--- config.mk ---
export PLATFORM = sky130hd
export DESIGN_NAME = instr_fetch_unit
export DESIGN_NICKNAME = d
export VERILOG_FILES = /design/src/rtl/cpu_pkg.sv /design/src/rtl/fetch_timer.sv /design/src/rtl/instr_fetch_unit.sv
export SDC_FILE = /design/constraint.sdc
export NUM_CORES = 1
export LEC_CHECK = 0
export BUFFER_PORTS_ARGS = -buffer_cell sky130_fd_sc_hd__buf_2
export CORE_MARGIN = 1
export CORE_UTILIZATION = 30
export DETAILED_ROUTE_END_ITERATION = 10
export PLACE_DENSITY = 0.47
export SETUP_SLACK_MARGIN = 0.2
export SLEW_MARGIN = 20
export SYNTH_ARGS = -nofsm -noshare
export SYNTH_HDL_FRONTEND = slang
export SYNTH_SLANG_ARGS = --single-unit
--- constraint.sdc ---
create_clock -name clk -period 6 [get_ports clk]
set_input_delay 0.3 -clock clk [delete_from_list [all_inputs] [get_ports clk]]
set_output_delay 0.3 -clock clk [all_outputs]
set_load 0.02 [all_outputs]
--- src/rtl/cpu_pkg.sv ---
// Shared CPU definitions: datapath width defaults, the NOP encoding and the
// fetch FSM state encoding used by the instruction-fetch stage.
package cpu_pkg;

    // Datapath width defaults shared with the PC module
    localparam int ADDR_W_DEF = 32;
    localparam int DATA_W_DEF = 32;

    // Instruction driven into decode whenever IF/ID holds no real instruction
    localparam logic [31:0] NOP_INSTR_DEF = 32'h0000_0000;

    // Fetch FSM state encoding
    localparam logic [1:0] ST_IDLE  = 2'd0;
    localparam logic [1:0] ST_REQ   = 2'd1;
    localparam logic [1:0] ST_HOLD  = 2'd2;
    localparam logic [1:0] ST_DRAIN = 2'd3;

    typedef enum logic [1:0] {
        IDLE  = ST_IDLE,
        REQ   = ST_REQ,
        HOLD  = ST_HOLD,
        DRAIN = ST_DRAIN
    } fetch_state_t;

endpackage

--- src/rtl/fetch_timer.sv ---
// Saturating cycle counter that measures how long a memory request has been
// outstanding. It raises terminal when the count reaches TIMEOUT-1.
module fetch_timer #(
    parameter int TIMEOUT = 16
) (
    input  logic clk,
    input  logic rst_n,
    input  logic clear,
    input  logic enable,
    output logic terminal
);

    localparam int CW = (TIMEOUT > 2) ? $clog2(TIMEOUT) : 1;
    localparam logic [CW-1:0] TC = CW'(TIMEOUT - 1);

    logic [CW-1:0] count;

    assign terminal = (count == TC);

    // Count enabled cycles, clear has priority, and stop at the terminal value
    always_ff @(posedge clk) begin
        if (!rst_n) begin
            count <= '0;
        end else if (clear) begin
            count <= '0;
        end else if (enable && !terminal) begin
            count <= count + 1'b1;
        end
    end

endmodule

--- src/rtl/instr_fetch_unit.sv ---
// Instruction-fetch stage: accepts the next word address from the PC module,
// fetches it over a variable-latency req/ack memory handshake and places the
// instruction, its PC and PC+1 in the IF/ID register. Handles decode stalls
// (via a one-entry hold buffer), branch flushes (draining a request memory
// cannot cancel) and a sticky memory-timeout error.
module instr_fetch_unit
    import cpu_pkg::*;
#(
    parameter int                ADDR_W    = ADDR_W_DEF,
    parameter int                DATA_W    = DATA_W_DEF,
    parameter logic [DATA_W-1:0] NOP_INSTR = DATA_W'(NOP_INSTR_DEF),
    parameter int                TIMEOUT   = 16
) (
    input  logic              clk,
    input  logic              rst_n,
    input  logic [ADDR_W-1:0] pc_in,
    input  logic              pc_valid,
    output logic              fetch_ready,
    output logic              imem_req,
    output logic [ADDR_W-1:0] imem_addr,
    input  logic              imem_ack,
    input  logic [DATA_W-1:0] imem_rdata,
    input  logic              id_stall,
    input  logic              flush,
    output logic              ifid_valid,
    output logic [DATA_W-1:0] ifid_instr,
    output logic [ADDR_W-1:0] ifid_pc,
    output logic [ADDR_W-1:0] ifid_post_pc,
    output logic              fetch_err
);

    fetch_state_t state;
    fetch_state_t next_state;

    logic              next_req;
    logic              accept;
    logic              load_fetch;
    logic              load_hold;
    logic              capture_hold;
    logic              set_err;
    logic              timer_clear;
    logic              timer_enable;
    logic              timer_tc;

    logic [DATA_W-1:0] hold_instr;
    logic [ADDR_W-1:0] hold_pc;

    assign fetch_ready = (state == IDLE) && !fetch_err;

    // The timer only runs while a request is outstanding and nothing came back
    assign timer_clear  = (state == IDLE) || (state == HOLD);
    assign timer_enable = ((state == REQ) || (state == DRAIN)) && !imem_ack;

    fetch_timer #(
        .TIMEOUT (TIMEOUT)
    ) u_fetch_timer (
        .clk      (clk),
        .rst_n    (rst_n),
        .clear    (timer_clear),
        .enable   (timer_enable),
        .terminal (timer_tc)
    );

    // FSM state register
    always_ff @(posedge clk) begin
        if (!rst_n) begin
            state <= IDLE;
        end else begin
            state <= next_state;
        end
    end

    // Next-state and datapath control; ack beats timeout, timeout beats flush
    always_comb begin
        next_state   = state;
        next_req     = imem_req;
        accept       = 1'b0;
        load_fetch   = 1'b0;
        load_hold    = 1'b0;
        capture_hold = 1'b0;
        set_err      = 1'b0;
        case (state)
            IDLE: begin
                if (pc_valid && fetch_ready) begin
                    accept     = 1'b1;
                    next_req   = 1'b1;
                    next_state = REQ;
                end
            end
            REQ: begin
                if (imem_ack) begin
                    next_req   = 1'b0;
                    next_state = IDLE;
                    if (flush) begin
                        next_state = IDLE;
                    end else if (!id_stall || !ifid_valid) begin
                        load_fetch = 1'b1;
                    end else begin
                        capture_hold = 1'b1;
                        next_state   = HOLD;
                    end
                end else if (timer_tc) begin
                    set_err    = 1'b1;
                    next_req   = 1'b0;
                    next_state = IDLE;
                end else if (flush) begin
                    next_state = DRAIN;
                end
            end
            HOLD: begin
                if (flush) begin
                    next_state = IDLE;
                end else if (!id_stall) begin
                    load_hold  = 1'b1;
                    next_state = IDLE;
                end
            end
            DRAIN: begin
                if (imem_ack) begin
                    next_req   = 1'b0;
                    next_state = IDLE;
                end else if (timer_tc) begin
                    set_err    = 1'b1;
                    next_req   = 1'b0;
                    next_state = IDLE;
                end
            end
            default: begin
                next_req   = 1'b0;
                next_state = IDLE;
            end
        endcase
    end

    // Memory request interface and the sticky timeout flag
    always_ff @(posedge clk) begin
        if (!rst_n) begin
            imem_req  <= 1'b0;
            imem_addr <= '0;
            fetch_err <= 1'b0;
        end else begin
            imem_req <= next_req;
            if (accept) begin
                imem_addr <= pc_in;
            end
            if (set_err) begin
                fetch_err <= 1'b1;
            end
        end
    end

    // Hold buffer parks a fetched word while decode is stalled
    always_ff @(posedge clk) begin
        if (!rst_n) begin
            hold_instr <= '0;
            hold_pc    <= '0;
        end else if (capture_hold) begin
            hold_instr <= imem_rdata;
            hold_pc    <= imem_addr;
        end
    end

    // IF/ID register: flush, then load, then stall-hold, otherwise a bubble
    always_ff @(posedge clk) begin
        if (!rst_n) begin
            ifid_valid   <= 1'b0;
            ifid_instr   <= NOP_INSTR;
            ifid_pc      <= '0;
            ifid_post_pc <= '0;
        end else if (flush) begin
            ifid_valid <= 1'b0;
            ifid_instr <= NOP_INSTR;
        end else if (load_fetch) begin
            ifid_valid   <= 1'b1;
            ifid_instr   <= imem_rdata;
            ifid_pc      <= imem_addr;
            ifid_post_pc <= imem_addr + ADDR_W'(1);
        end else if (load_hold) begin
            ifid_valid   <= 1'b1;
            ifid_instr   <= hold_instr;
            ifid_pc      <= hold_pc;
            ifid_post_pc <= hold_pc + ADDR_W'(1);
        end else if (!id_stall) begin
            ifid_valid <= 1'b0;
            ifid_instr <= NOP_INSTR;
        end
    end

endmodule

==> impl_metrics.py <==
metrics = {
    "timing": {
        "fmax_mhz": 284,
        "period_share_pct": 58.8,
        "hold_violations": 0,
        "rsz0062_at_grt": "false",
        "setup_viol": 0,
        "relSlewSlack_pct": 31.7,
        "skew_ns": 0.0141,
        "tightest_slew_ns": 1.02,
        "report.final.slew_viol_count": 0,
        "holdWs_ns": 0.0279,
        "timing.final.crit_period_ns": 3.53,
        "fin_setup_tns_ns": 0,
    },
    "grt": {
        "use_met2_pct": 31.6,
        "use_met1_pct": 26.4,
        "grt_use_total_pct": 19.5,
        "grt_pass1_wl_mm": 47.9,
        "busiest_layer": "met2",
        "use_met3_pct": 3.22,
        "gr-total-overflow": 0,
        "grt_pass1_vias": 8269,
        "grt_max_degree": 97,
        "antenna_found_initial": 0,
    },
    "final_layout": {
        "final_nets": 1372,
        "syn2layout_area_growth_pct": 22.0,
        "final_cell_mix": "nand2_1, dfxtp_1, buf_2",
        "drive_gt1_share_pct": 19.6,
        "antenna_cells": 0,
        "final_area_um2": 11200,
        "stdcell_count": 1704,
        "fillers": 3144,
        "regArea_um2": 4020,
        "multi_input_area_um2": 4800,
        "final_util_pct": 37.5,
        "final_common_cell": "nand2_1",
    },
    "logic_synthesis": {
        "async_flop_share_pct": 0,
        "synth_compound_area_share_pct": 19.5,
        "synth-main-ff-cell": "dfxtp_1",
        "synth_top_area_cell": "dfxtp_1",
        "synth_nets": 1223,
        "synth_top_family_by_area": "simple AND/OR/NAND/NOR gates",
        "synth.avg_cell_area_um2": 7.98,
        "synth_xor_area_share_pct": 2.29,
        "synth_fa_ha_area_share_pct": 0.272,
        "ys_seq_area_share_pct": 43.8,
        "synth_mux_area_share_pct": 2.63,
        "yosysWarnings": 0,
        "syn_area_um2": 9190,
        "synth-edff-count": 0,
        "yosysUniqueCellTypes": 56,
        "synthTopCellsByArea": "dfxtp_1, nand2_1, a21boi_0",
        "ys_seq_elements": 201,
        "synthSimpleGateAreaFrac_pct": 27.3,
        "synth_top_area_share_pct": 43.8,
        "synthCells": 1151,
    },
    "clocking": {
        "clock-sinks": 201,
        "insertion_delay_ns": 0.52,
        "h-tree-depth": 1,
        "cts.path.max_buffers": 3,
        "ctsHoldBuffers": 0,
        "cts_tree": "yes",
        "cts_buffers": 25,
        "post_cts_buffers": 0,
        "clk_pin_slew_ns": 0.06,
        "cts-root-buf": "clkbuf_16",
        "post_cts_resized": 0,
    },
    "route": {
        "drcViolationCount": 0,
        "drt_pre_antenna_iters": 4,
        "vias": 8687,
        "wl_mm": 31.1,
        "wl_per_cell_um": 18.2,
        "drtAntennaViolNets": 0,
        "viasPerCell": 5.10,
        "drt_iter0_markers": 537,
    },
    "floorplanning": {
        "start_util_pct": 30.8,
        "die_h_um": 177,
        "dieArea_um2": 31300,
        "die_w_um": 177,
        "core_area_um2": 29900,
        "num_rows": 63,
        "ios": 202,
    },
    "power": {
        "powerDensity_nw_per_um2": 278,
        "p_leak_nw": 4.58,
        "max-vdd-ir-drop_mv": 0.174,
    },
    "setup_path": {
        "critPathLaunchType": "flop",
        "critPathRequiredTime_ns": 6.45,
        "path_class": "flop to flop",
        "endpoint_kind": "flop",
        "arrival_ns": 3.98,
        "critPathMaxFanout": 24,
    },
    "placement": {
        "dp_hpwl_mm": 20.8,
        "dp_cells": 1663,
        "gp_congestion": 0.842,
        "portBuffers": 201,
        "place_area_um2": 10400,
    },
    "outcome": {
        "status": "finished clean",
    },
    "job": {
        "drv_cap": 0,
    },
    "hold_path": {
        "hp-class": "input pin to flop",
    },
}
flip-flops by register name, summed over array words and instances (netlist names):
name	count
hold_instr	32
hold_pc	32
ifid_instr	32
ifid_pc	32
ifid_post_pc	32
imem_addr	32
u_fetch_timer.count	4
state	2
fetch_err	1
ifid_valid	1
imem_req	1
power by group:
group          total, W  internal, W  switching [W]
clock network   0.00149     0.000906       0.000580
logic          0.000228    0.0000804       0.000148
registers       0.00141      0.00136      0.0000441
cells by family after synthesis:
| family | count (synthesis) |
|---|---|
| muxes | 24 |
| xor gates and xnor gates | 24 |
| AOI/OAI and AO/OA | 241 |
| buffers and inverters | 93 |
| and+or+nand+nor | 566 |
| DFF | 201 |
| adders and majority gates | 2 |
synth_stat cells, types with 2 or more instances:
cell,n
nand2_1,358
dfxtp_1,201
a21boi_0,103
nand3_1,91
clkbuf_1,58
a31oi_1,38
o211a_1,32
nor2_1,30
nand4_1,25
mux2i_1,23
o21ai_0,20
and3_1,16
a21oi_1,14
buf_2,14
xnor2_1,14
buf_1,12
xor2_1,10
o211ai_1,9
nor3_1,7
or3_1,6
a211o_1,5
and4_1,4
buf_4,4
nand2b_1,4
nand4b_1,4
nor4_1,4
and2_1,3
inv_1,3
nor3b_1,3
o2111ai_1,3
a21o_1,2
a32oi_1,2
ha_1,2
nor2b_1,2
o221ai_1,2
o311ai_0,2
or4_1,2
area by class of cell:
| class | instances | area share (%) |
|---|---|---|
| multi-input combinational | 857 | 42.8 |
| sequential | 201 | 35.9 |
| timing repair buffer | 212 | 9.73 |
| clock buffer | 35 | 6.36 |
| tap | 390 | 4.35 |
| clock inverter | 6 | 0.781 |
| inverter | 3 | 0.100 |
worst paths after layout:
path / from / end / slack [ns] / depth (start not counted)
setup reg to reg: state[0]$_SDFFE_PN0P_ / ifid_post_pc[30]$_SDFFE_PN0P_ / 2.47 / 11
hold reg to reg: ifid_post_pc[1]$_SDFFE_PN0P_ / ifid_post_pc[1]$_SDFFE_PN0P_ / 0.46 / 2
hold / removal: pc_in[17] / imem_addr[17]$_SDFFE_PN0P_ / 0.03 / 3
setup / recovery: state[0]$_SDFFE_PN0P_ / ifid_post_pc[30]$_SDFFE_PN0P_ / 2.47 / 11
critical path, stage by stage, from the launching register on:
cell      delay, ns
dfxtp_1        0.56
nand3b_2       0.27
nor2_4         0.59
nand2_1        0.15
nand2_1        0.09
ha_1           0.26
nand4_1        0.20
nor4_1         0.48
nand2_1        0.12
or3_1          0.39
a211o_1        0.27
o211ai_1       0.08
per-layer routing:
| metal | up-vias | routed length [um] |
|---|---|---|
| met5 | - | 0 |
| met4 | 0 | 703 |
| met3 | 47 | 1890 |
| met2 | 272 | 14200 |
| met1 | 4067 | 14300 |
| li1 | 4301 | - |
through the flow:
step	total power (W)	setup slack, ns
CTS	0.00317	2.44
detailed placement	0.00167	2.22
floorplan	0.00156	2.92
global placement	0.00167	2.26
global route	0.00325	2.12
finish	0.00312	2.47
Note: power is estimated with default switching activity, not from simulation.
